`config.mk`:
```
export PLATFORM = sky130hd
export DESIGN_NAME = rsa_run_controller
export DESIGN_NICKNAME = d
export VERILOG_FILES = /design/src/rtl/rsa_ctrl_pkg.sv /design/src/rtl/rsa_run_watchdog.sv /design/src/rtl/rsa_run_controller.sv
export SDC_FILE = /design/constraint.sdc
export NUM_CORES = 1
export LEC_CHECK = 0
export ABC_AREA = 1
export BUFFER_PORTS_ARGS = -buffer_cell sky130_fd_sc_hd__buf_2
export CAP_MARGIN = 30
export CORE_UTILIZATION = 55
export CTS_BUF_LIST = sky130_fd_sc_hd__clkbuf_2
export CTS_CLUSTER_DIAMETER = 80
export DETAILED_ROUTE_END_ITERATION = 8
export GPL_ROUTABILITY_DRIVEN = 1
export PLACE_DENSITY = 0.9
export REMOVE_ABC_BUFFERS = 1
export SLEW_MARGIN = 20
export SYNTH_ARGS = -nofsm -noshare
export SYNTH_HDL_FRONTEND = slang
export SYNTH_SLANG_ARGS = --single-unit
```
`constraint.sdc`:
```
create_clock -name clk -period 1.7 [get_ports clk]
set_clock_uncertainty 0.05 [all_clocks]
set_input_delay 0.255 -clock clk [delete_from_list [all_inputs] [get_ports clk]]
set_output_delay 0.255 -clock clk [all_outputs]
set_load 0.005 [all_outputs]
```
`src/rtl/rsa_ctrl_pkg.sv`:
```
// Shared types and constants for the RSA run controller and its watchdog.
package rsa_ctrl_pkg;

  typedef enum logic [1:0] {
    IDLE   = 2'd0,
    LAUNCH = 2'd1,
    RUN    = 2'd2,
    ABORT  = 2'd3
  } run_state_t;

  localparam int ST_DONE    = 0;
  localparam int ST_ABORTED = 1;
  localparam int ST_TIMEOUT = 2;

  localparam logic SRC_GPIO = 1'b0;
  localparam logic SRC_SPI  = 1'b1;

endpackage

```
`src/rtl/rsa_run_watchdog.sv`:
```
// Loadable down-counter; expired is high during the last counted cycle.
// Instantiated by rsa_run_controller only when RSA_RUN_CTRL_WATCHDOG_EN is defined.
module rsa_run_watchdog #(
  parameter int WIDTH = 32
) (
  input  logic             clk,
  input  logic             rst,
  input  logic             clear,
  input  logic             load,
  input  logic             en,
  input  logic [WIDTH-1:0] load_value,
  output logic             expired
);

  logic [WIDTH-1:0] count_reg;

  always_ff @(posedge clk or posedge rst) begin
    if (rst) begin
      count_reg <= '0;
    end else if (clear) begin
      count_reg <= '0;
    end else if (load) begin
      count_reg <= load_value;
    end else if (en && count_reg != '0) begin
      count_reg <= count_reg - WIDTH'(1);
    end
  end

  // A count of one means the cycle being sampled is the final allowed one.
  assign expired = (count_reg == WIDTH'(1));

endmodule

```
`src/rtl/rsa_run_controller.sv`:
```
// Arbitrates GPIO/SPI start/stop pulses and sequences the engine start/abort/done handshake.
// Optional watchdog: define RSA_RUN_CTRL_WATCHDOG_EN.
module rsa_run_controller
  import rsa_ctrl_pkg::*;
#(
  parameter int          CNT_WIDTH      = 16,
  parameter int unsigned TIMEOUT_CYCLES = 32'h0000_FFFF
) (
  input  logic                 clk,
  input  logic                 rst,
  input  logic                 ena,
  input  logic                 gpio_start_cmd,
  input  logic                 gpio_stop_cmd,
  input  logic                 spi_start_cmd,
  input  logic                 spi_stop_cmd,
  input  logic                 eng_idle,
  input  logic                 eng_done,
  output logic                 eng_start,
  output logic                 eng_abort,
  output logic                 busy,
  output logic [2:0]           status,
  output logic                 src,
  output logic [CNT_WIDTH-1:0] run_cycles
);

  run_state_t           state_reg;
  logic                 eng_start_reg;
  logic                 eng_abort_reg;
  logic                 busy_reg;
  logic [2:0]           status_reg;
  logic                 src_reg;
  logic [CNT_WIDTH-1:0] run_cycles_reg;
  logic                 wd_expired;
  logic                 any_start;
  logic                 any_stop;

  assign any_start = gpio_start_cmd | spi_start_cmd;
  assign any_stop  = gpio_stop_cmd | spi_stop_cmd;

`ifdef RSA_RUN_CTRL_WATCHDOG_EN
  rsa_run_watchdog #(
    .WIDTH(32)
  ) u_watchdog (
    .clk       (clk),
    .rst       (rst),
    .clear     (ena && state_reg == IDLE),
    .load      (ena && state_reg == LAUNCH),
    .en        (ena && state_reg == RUN),
    .load_value(TIMEOUT_CYCLES),
    .expired   (wd_expired)
  );
`else
  // Never expires; the parameter is still referenced so both builds share one interface.
  assign wd_expired = 1'b0 && (TIMEOUT_CYCLES == 0);
`endif

  always_ff @(posedge clk or posedge rst) begin
    if (rst) begin
      state_reg      <= IDLE;
      eng_start_reg  <= 1'b0;
      eng_abort_reg  <= 1'b0;
      busy_reg       <= 1'b0;
      status_reg     <= '0;
      src_reg        <= SRC_GPIO;
      run_cycles_reg <= '0;
    end else if (!ena) begin
      eng_start_reg <= 1'b0;
      eng_abort_reg <= 1'b0;
    end else begin
      eng_start_reg <= 1'b0;
      eng_abort_reg <= 1'b0;
      case (state_reg)
        IDLE: begin
          if (any_start && eng_idle) begin
            state_reg      <= LAUNCH;
            busy_reg       <= 1'b1;
            eng_start_reg  <= 1'b1;
            status_reg     <= '0;
            run_cycles_reg <= '0;
            src_reg        <= spi_start_cmd ? SRC_SPI : SRC_GPIO;
          end
        end
        LAUNCH: state_reg <= RUN;
        RUN: begin
          if (run_cycles_reg != '1) run_cycles_reg <= run_cycles_reg + CNT_WIDTH'(1);
          // Done outranks stop, which outranks the watchdog.
          if (eng_done) begin
            status_reg[ST_DONE] <= 1'b1;
            state_reg           <= IDLE;
            busy_reg            <= 1'b0;
          end else if (any_stop || wd_expired) begin
            status_reg[ST_ABORTED] <= 1'b1;
            if (!any_stop) status_reg[ST_TIMEOUT] <= 1'b1;
            state_reg     <= ABORT;
            eng_abort_reg <= 1'b1;
          end
        end
        ABORT: begin
          if (eng_idle) begin
            state_reg <= IDLE;
            busy_reg  <= 1'b0;
          end
        end
        default: begin
          state_reg <= IDLE;
          busy_reg  <= 1'b0;
        end
      endcase
    end
  end

  assign eng_start  = eng_start_reg;
  assign eng_abort  = eng_abort_reg;
  assign busy       = busy_reg;
  assign status     = status_reg;
  assign src        = src_reg;
  assign run_cycles = run_cycles_reg;

endmodule
```
==> results of run 1 <==
==> power breakdown <==
part / switching, mW / internal [mW] / total (mW)
logic: 0.354 / 0.261 / 0.614
clock network: 0.176 / 0.0510 / 0.227
registers: 0.0632 / 0.660 / 0.723
total: 0.592 / 0.972 / 1.56
==> routing by layer <==
metal | GRT usage (%) | wire length (um)
met1 | 30.1 | 1330
met2 | 46.8 | 1630
met3 | 5.46 | 211
met4 | 13.2 | 85
met5 | 0 | 0
==> worst paths after layout <==
| path | from | endpoint | slack (ps) |
|---|---|---|---|
| setup / recovery | run_cycles[0] | run_cycles[12] | 110 |
| hold / removal | spi_start_cmd | src | 30 |
| setup reg to reg | run_cycles[0] | run_cycles[12] | 110 |
| hold reg to reg | status[1] | status[1] | 470 |
| max in group asynchronous | rst | run_cycles[2] | 960 |
| min in group asynchronous | rst | run_cycles[15] | 380 |
==> area by class of cell <==
| type | instances | area (um2) | area share [%] |
|---|---|---|---|
| flip-flops and latches | 24 | 601 | 34.4 |
| multi-input cells | 149 | 702 | 40.2 |
| clock inverters | 1 | 3.75 | 0.215 |
| inverters | 25 | 93.8 | 5.37 |
| repair buffers | 45 | 295 | 16.9 |
| clock buffers | 3 | 15.0 | 0.859 |
| well taps | 30 | 37.5 | 2.15 |
==> timing repair <==
action                     CTS  global route
gates resized for setup      0             2
buffers inserted             0             2
hold endpoints to repair    24             0
hold buffers                 1             0
setup endpoints to repair    0            11
==> through the flow <==
stage | cell area, um2 | hold WS, ps | cells
floorplan | 1380 | 220 | 198
global placement | 1670 | 260 | 269
detailed placement | 1670 | 270 | 269
CTS | 1700 | 44.7 | 274
global route | 1750 | 27.0 | 277
finish | 1750 | 34.2 | 277
==> synth_stat cells <==
library cell / count
o21ai_0: 12
nand3b_1: 1
o21bai_1: 1
o21ai_1: 14
ha_1: 1
dfrtp_1: 24
buf_6: 3
a21oi_1: 4
nand3_1: 19
nand3_4: 1
nor2_1: 20
nor3_1: 1
nand2_1: 62
clkbuf_1: 1
nor2_2: 3
nand2_2: 4
nor2_4: 1
inv_1: 25
a21oi_2: 1
nand4_1: 3
conb_1: 1
buf_4: 1
==> critical path: cells and delay by family (launching register included) <==
| family | cells | cell delay, ps |
|---|---|---|
| flip-flops | 1 | 450 |
| adder cells (fa/ha/maj) | 1 | 170 |
| buffers and inverters | 1 | 180 |
| AND/OR/NAND/NOR | 6 | 570 |
| AO/OA/AOI/OAI | 1 | 70 |
==> cells by family after synthesis <==
family,Yosys count
AOI/OAI and AO/OA,32
adders and majority gates,1
buffers and inverters,30
DFF,24
other,1
and+or+nand+nor,115
==> out/qor.txt, run 1 <==
status = complete, no violations
clk buf depth = 2
first-pass GRT wire length = 5390 um
Overflow after GRT = 0
Std-Cell Rows = 18
MaxCap Viol Count = 0
Layout area overhead = 22.3%
Yosys top cell area share = 42.0%
detail-routed via count per cell = 5.22
leakage = 0.890 nW
leading post-synthesis cells by cell area = dfrtp_1 (42%), nand2_1 (16%), nand3_1 (6.7%)
number of library cell types mapped by synthesis = 22
mux cell area share after synthesis = 0%
Seq/Total Area, Yosys = 42.0%
Residual DRC = 0
CP arrival = 1800 ps
die area = 2810 um2
H-Tree Depth = 1
max reg flops = 16
type of origin of the critical path = flip-flop
largest family of logic cells by synthesized area = simple AND/OR/NAND/NOR gates
Clk Tree Root Cell = clkbuf_2
Wirelength per Cell = 11.7 um
Tot Pwr = 1.56 mW
Max FO, Critical Path = 11
initial antenna violation count = 0
Sum Neg Setup Slack = 0 ps
Netlist Area Pre-Place = 1430 um2
vias = 1445
vias in the first global route = 1332
first drt pass iteration count = 4
ANT cells = 0
CTS tree = built
GP Congestion = 0.897
Final setup viols = 0
Ports = 32
Tcrit/Tclk final = 93.6%
Post-DP HPWL = 2450 um
commonest non-fill, non-tap cell in the layout = nand2_1
most frequent CP cell = nand2_2
RSZ-0062 raised after global routing = false
die width = 53.0 um
Critical Path Max Stage Delay = 450 ps
fin crit period = 1590 ps
fin worst setup slack = 109 ps
area leader, netlist = dfrtp_1
Peak VDD IR = 0.000854 V
Slew Limit Fails = 0
FMAX = 629 MHz
Skew-Pair Late Insertion Delay = 360 ps
xor/xnor share of the synthesized area = 0%
post-synthesis adder-cell area fraction = 0.876%
Initial Util = 58.2%
1st-iter DRT viols = 30
kind of critical path = reg -> reg
DIE HEIGHT = 53.0 um
Mapped Avg Cell Area = 7.04 um2
synth warn = 0
CTS Buf Count = 3
clock-pin slew on the worst setup and hold paths = 240 ps
pwr dens = 895 nW/um2
Routed Antenna Nets = 0
core area = 2450 um2
most frequent cells in the layout = nand2_1 (62), buf_2 (30), inv_1 (25), dfrtp_1 (24), nor2_1 (20)
Final Hold Fails = 0
largest net degree at the start of global routing = 25
post-synthesis compound-gate area fraction = 11.6%
DRT Wirelength = 3250 um
Critical-path top delay cell = dfrtp_1
Crit path required time = 1910 ps
Clock Sinks = 24
Hold Crit Depth = 3
worst reg2reg path depth = 9
layout cell share with drive strength beyond 1 = 23.5%
fin nets = 258
ordered list of cells on the worst path = ha_4, nand2_2, nor2_4, nand2_2, nor2_2, nand2_2, nand3_4, clkbuf_16, o21ai_1
cell count after synthesis = 203
post-layout util = 71.2%
Port Buf Inserts = 30
Hold/Removal Path Class = in -> reg
crit end category = flip-flop
GR Util All Layers = 26.6%
worst slack at placement = 104 ps
Yosys reg bits = 24
# fillers = 223
post-synthesis simple-gate area fraction = 35.5%
Power figures use the tool's default switching activity.
==> run 2, diff against run 1 <==
Settings changed: GPL_TIMING_DRIVEN from default to 0.
==> run 2 against run 1 <==
Against the previous run:
- critical path depth down 1
- worst setup slack worse by 42 ps
- sequential cell count unchanged
- largest cell class unchanged
- sequential share of layout area up 1.0 points
- sequential power up 0.8%
- clock-buffer cell count unchanged
- wire length up 2.8%
- global-route usage down 1.3 points
- clock power about the same
- non-clock buffer count down 11
- maximum frequency down 2.6%
==> out/qor.txt, run 2 (same netlist as run 1, synthesis figures left out) <==
clock-pin slew on the worst setup and hold paths = 240 ps
Hold EP = src
Overflow after GRT = 0
CP arrival = 1840 ps
clk buf depth = 2
post-layout util = 69.3%
Ports = 32
Slew @ Worst Pin = 524 ps
Hold Crit Depth = 3
status = complete, no violations
detail-routed via count per cell = 5.45
initial antenna violation count = 0
# fillers = 220
first drt pass iteration count = 4
MaxCap Viol Count = 0
Layout area overhead = 19.0%
1st-iter DRT viols = 41
Routed Antenna Nets = 0
worst r2r dst = run_cycles[3]
core area = 2450 um2
non-filler instance count after layout = 269
Seq pwr share = 47.7%
Final setup viols = 0
internal power = 899 uW
Port Buf Inserts = 30
slew margin rel. = 65.0%
R2R Setup Slk = 70 ps
CTS Buf Count = 3
Clock power frac = 15.0%
Final Hold Fails = 0
Peak VDD IR = 0.000778 V
power share of the combinational group = 37.3%
largest net degree at the start of global routing = 25
Initial Util = 58.2%
Residual DRC = 0
max reg flops = 16
Net Sw Frac = 41.3%
cell count after placement = 258
die area = 2810 um2
H-Tree Depth = 1
GR Util All Layers = 25.3%
most frequent cells in the layout = nand2_1 (62), buf_2 (30), inv_1 (24), dfrtp_1 (23)
Wirelength per Cell = 12.4 um
CTS tree = built
FMAX = 612 MHz
commonest non-fill, non-tap cell in the layout = nand2_1
crit end category = flip-flop
fin nets = 250
Skew-Pair Late Insertion Delay = 350 ps
ANT cells = 0
DIE HEIGHT = 53.0 um
layout cell share with drive strength beyond 1 = 22.6%
die width = 53.0 um
worst reg2reg path depth = 8
Tcrit/Tclk final = 96.0%
RSZ-0062 raised after global routing = true
kind of critical path = reg -> reg
GP Congestion = 0.845
RR Startpoint = run_cycles[1]
vias = 1466
worst hold start = spi_start_cmd
Net Sw Power = 631 uW
Crit path required time = 1910 ps
pwr dens = 900 nW/um2
Clk Tree Root Cell = clkbuf_2
Clock Sinks = 24
Std-Cell Rows = 18
Post-DP HPWL = 2160 um
vias in the first global route = 1219
DRT Wirelength = 3340 um
Max FO, Critical Path = 8
fin crit period = 1630 ps
Hold/Removal Path Class = in -> reg
type of origin of the critical path = flip-flop
first-pass GRT wire length = 5130 um
Slew Limit Fails = 0
leakage = 0.848 nW
[run 2: through the flow]
| stage | setup TNS, ps | instance area (um2) | setup slack [ps] | power [mW] | hold WS [ps] |
|---|---|---|---|---|---|
| 6_report | 0 | 1700 | 67.3 | 1.53 | 42.4 |
| 4_1_cts | 0 | 1660 | 30.1 | 1.51 | 31.9 |
| 3_3_place_gp | -81.2 | 1570 | -45.6 | 1.18 | 406 |
| 3_5_place_dp | -770 | 1570 | -94.0 | 1.20 | 415 |
| 2_1_floorplan | 0 | 1380 | 94.1 | 1.04 | 220 |
| 5_1_grt | -301 | 1700 | -39.4 | 1.63 | 56.5 |
[run 2: final cells by class]
class	count	area [um2]	share of cell area [%]
timing repair buffer	34	186	11.0
tap	30	37.5	2.21
multi-input combinational	152	762	44.8
sequential	24	602	35.4
clock inverter	1	3.75	0.221
inverter	25	93.8	5.52
clock buffer	3	15.0	0.883
[run 2: power by group through the flow]
stage,Combinational [mW],Clock [mW],Sequential [mW]
2_1_floorplan,0.301,0,0.735
3_3_place_gp,0.442,0,0.734
6_report,0.571,0.230,0.729
4_1_cts,0.554,0.228,0.729
5_1_grt,0.635,0.253,0.741
3_5_place_dp,0.463,0,0.734
[run 2: worst max-delay path by stage]
stage / cells after the start / endpoint / slack [ps] / from
6_report: 8 / run_cycles[3] / 70 / run_cycles[1]
5_1_grt: 7 / run_cycles[3] / -40 / state_reg[0]
4_1_cts: 10 / run_cycles[15] / 30 / run_cycles[0]
3_5_place_dp: 8 / run_cycles[13] / -90 / run_cycles[0]
3_3_place_gp: 10 / run_cycles[15] / -50 / run_cycles[0]
2_1_floorplan: 10 / run_cycles[15] / 90 / run_cycles[0]
[run 2: per-layer routing]
layer,vias up,routed length (um),share of wire (%),track usage (%)
met2,63,1680,50,42.4
met5,-,0,0,0
met4,0,78,2.3,11.8
met3,11,243,7.3,4.89
li1,726,-,-,-
met1,666,1340,40,30.9
[run 2: critical path: stages, from the launching register on]
cell and delay (ps):
dfrtp_1 450, ha_2 230, nand2_2 80, nor2_4 130, nand2_2 90, nor2_4 130, nand2_4 110, nand3_2 180
o21ai_1 80
[run 2: repair_timing]
action,CTS,global route
endpoints found under the setup margin,16,19
hold buffers,0,1
buffers inserted,1,1
gates cloned,3,0
pin swaps,1,0
resized for setup,7,3
hold endpoints to repair,0,13
==> run 3, diff against run 2 <==
Settings changed: SETUP_SLACK_MARGIN from default to 0.15.
==> run 3 against run 2 <==
Against the previous run:
- global-route usage is 1.5 points higher
- worst setup slack better by 74 ps
- sequential power increased by 2%
- total power is 5.6% higher
- register-to-register slack better by 70 ps
- clock power fell by 2%
- via count is 5.7% higher
- sequential cell count did not move
- cell count up 3.3%
- final area rose by 8.7%
- critical path depth rose by 1
- wire length increased by 10%
==> out/qor.txt, run 3 (same netlist as run 1, synthesis figures left out) <==
GP Congestion = 0.845
largest net degree at the start of global routing = 25
detail-routed via count per cell = 5.58
Clock Sinks = 24
die width = 53.0 um
fin nets = 259
Overflow after GRT = 0
1st-iter DRT viols = 77
Tcrit/Tclk final = 91.7%
worst hold start = spi_start_cmd
status = complete, no violations
Tot Pwr = 1.62 mW
most frequent cells in the layout = nand2_1 (59), buf_2 (30), inv_1 (23), nand3_1 (19), nor2_1 (17)
Layout area overhead = 29.3%
CTS Buf Count = 3
leakage = 0.926 nW
Slew Limit Fails = 0
Final Hold Fails = 0
Sum Neg Setup Slack = 0 ps
ANT cells = 0
vias = 1550
max reg flops = 16
Ports = 32
Clk Tree Root Cell = clkbuf_2
die area = 2810 um2
Critical Path Start = run_cycles[1]
clock-pin slew on the worst setup and hold paths = 230 ps
core area = 2450 um2
Peak VDD IR = 0.000963 V
first drt pass iteration count = 6
Wirelength per Cell = 13.3 um
Port Buf Inserts = 30
H-Tree Depth = 1
Max FO, Critical Path = 8
Post-DP HPWL = 2160 um
Std-Cell Rows = 18
Hold/Removal Path Class = in -> reg
# fillers = 193
first-pass GRT wire length = 5390 um
Skew-Pair Late Insertion Delay = 350 ps
layout cell share with drive strength beyond 1 = 31.0%
Routed Antenna Nets = 0
CTS tree = built
commonest non-fill, non-tap cell in the layout = nand2_1
FMAX = 641 MHz
type of origin of the critical path = flip-flop
vias in the first global route = 1251
RSZ-0062 raised after global routing = true
kind of critical path = reg -> reg
GR Util All Layers = 26.8%
Initial Util = 58.2%
Final setup viols = 0
DIE HEIGHT = 53.0 um
Crit path required time = 1930 ps
fin crit period = 1560 ps
MaxCap Viol Count = 0
pwr dens = 875 nW/um2
Residual DRC = 0
DRT Wirelength = 3690 um
initial antenna violation count = 0
clk buf depth = 2
RR Startpoint = run_cycles[1]
CP arrival = 1790 ps
crit end category = flip-flop
==> run 3: cell types whose count changed in the layout (fill, tap and decap cells not counted), sizes merged <==
cell / delta
buf: +9
==> run 3: power by group <==
| group | switching (mW) | total [mW] | internal (mW) |
|---|---|---|---|
| clock network | 0.173 | 0.225 | 0.0511 |
| logic | 0.422 | 0.648 | 0.226 |
| registers | 0.0787 | 0.744 | 0.665 |
| total | 0.674 | 1.62 | 0.942 |
==> run 3: worst paths after layout <==
| path | cells past startpoint | slack [ps] | to |
|---|---|---|---|
| min reg2reg | 2 | 470 | src |
| max | 9 | 140 | run_cycles[2] |
| max in group asynchronous | 4 | 770 | state_reg[0] |
| min in group asynchronous | 3 | 370 | eng_abort |
| max reg2reg | 9 | 140 | run_cycles[2] |
| min | 3 | 50 | src |
==> run 3: stage by stage <==
step	hold WS [ps]	worst slack, ps	cell area [um2]	instances	utilization (%)
final	52.0	141	1850	278	75.3
after floorplan	220	94.1	1380	198	-
after global placement	406	-45.6	1570	258	64.0
after detailed placement	415	-94.0	1570	258	64.0
after global routing	58.6	51.4	1850	278	75.3
after CTS	31.7	153	1730	270	70.3
==> run 3: layout make-up <==
type | instances | area [um2] | area share, %
timing repair buffer | 43 | 270 | 14.6
multi-input combinational | 152 | 815 | 44.1
tap | 30 | 37.5 | 2.03
clock inverter | 1 | 3.75 | 0.203
clock buffer | 3 | 15.0 | 0.812
sequential | 24 | 611 | 33.0
inverter | 25 | 96.3 | 5.21
==> run 3: per-layer routing <==
| layer | vias up | global-route usage, % | part of all wire [%] |
|---|---|---|---|
| met3 | 17 | 4.89 | 8.8 |
| li1 | 744 | - | - |
| met2 | 96 | 44.7 | 50 |
| met5 | - | 0 | 0 |
| met1 | 693 | 32.2 | 38 |
| met4 | 0 | 14.5 | 3.3 |
==> run 3: worst max-delay path: stages (launching register included) <==
cell	delay, ps
dfrtp_2	470
ha_4	170
nand2_4	60
nor2_4	90
nand2_2	90
nor2_4	150
nand2_4	110
nand3_4	170
nand2_1	70
o21ai_1	70
==> run 3: repair_timing <==
item | 4_1_cts | 5_1_grt
setup endpoints to repair | 16 | 20
setup buffers | 5 | 6
hold buffers | 0 | 1
gates cloned | 3 | 0
endpoints found under the hold margin | 0 | 10
resized for setup | 12 | 20
pin swaps | 3 | 14
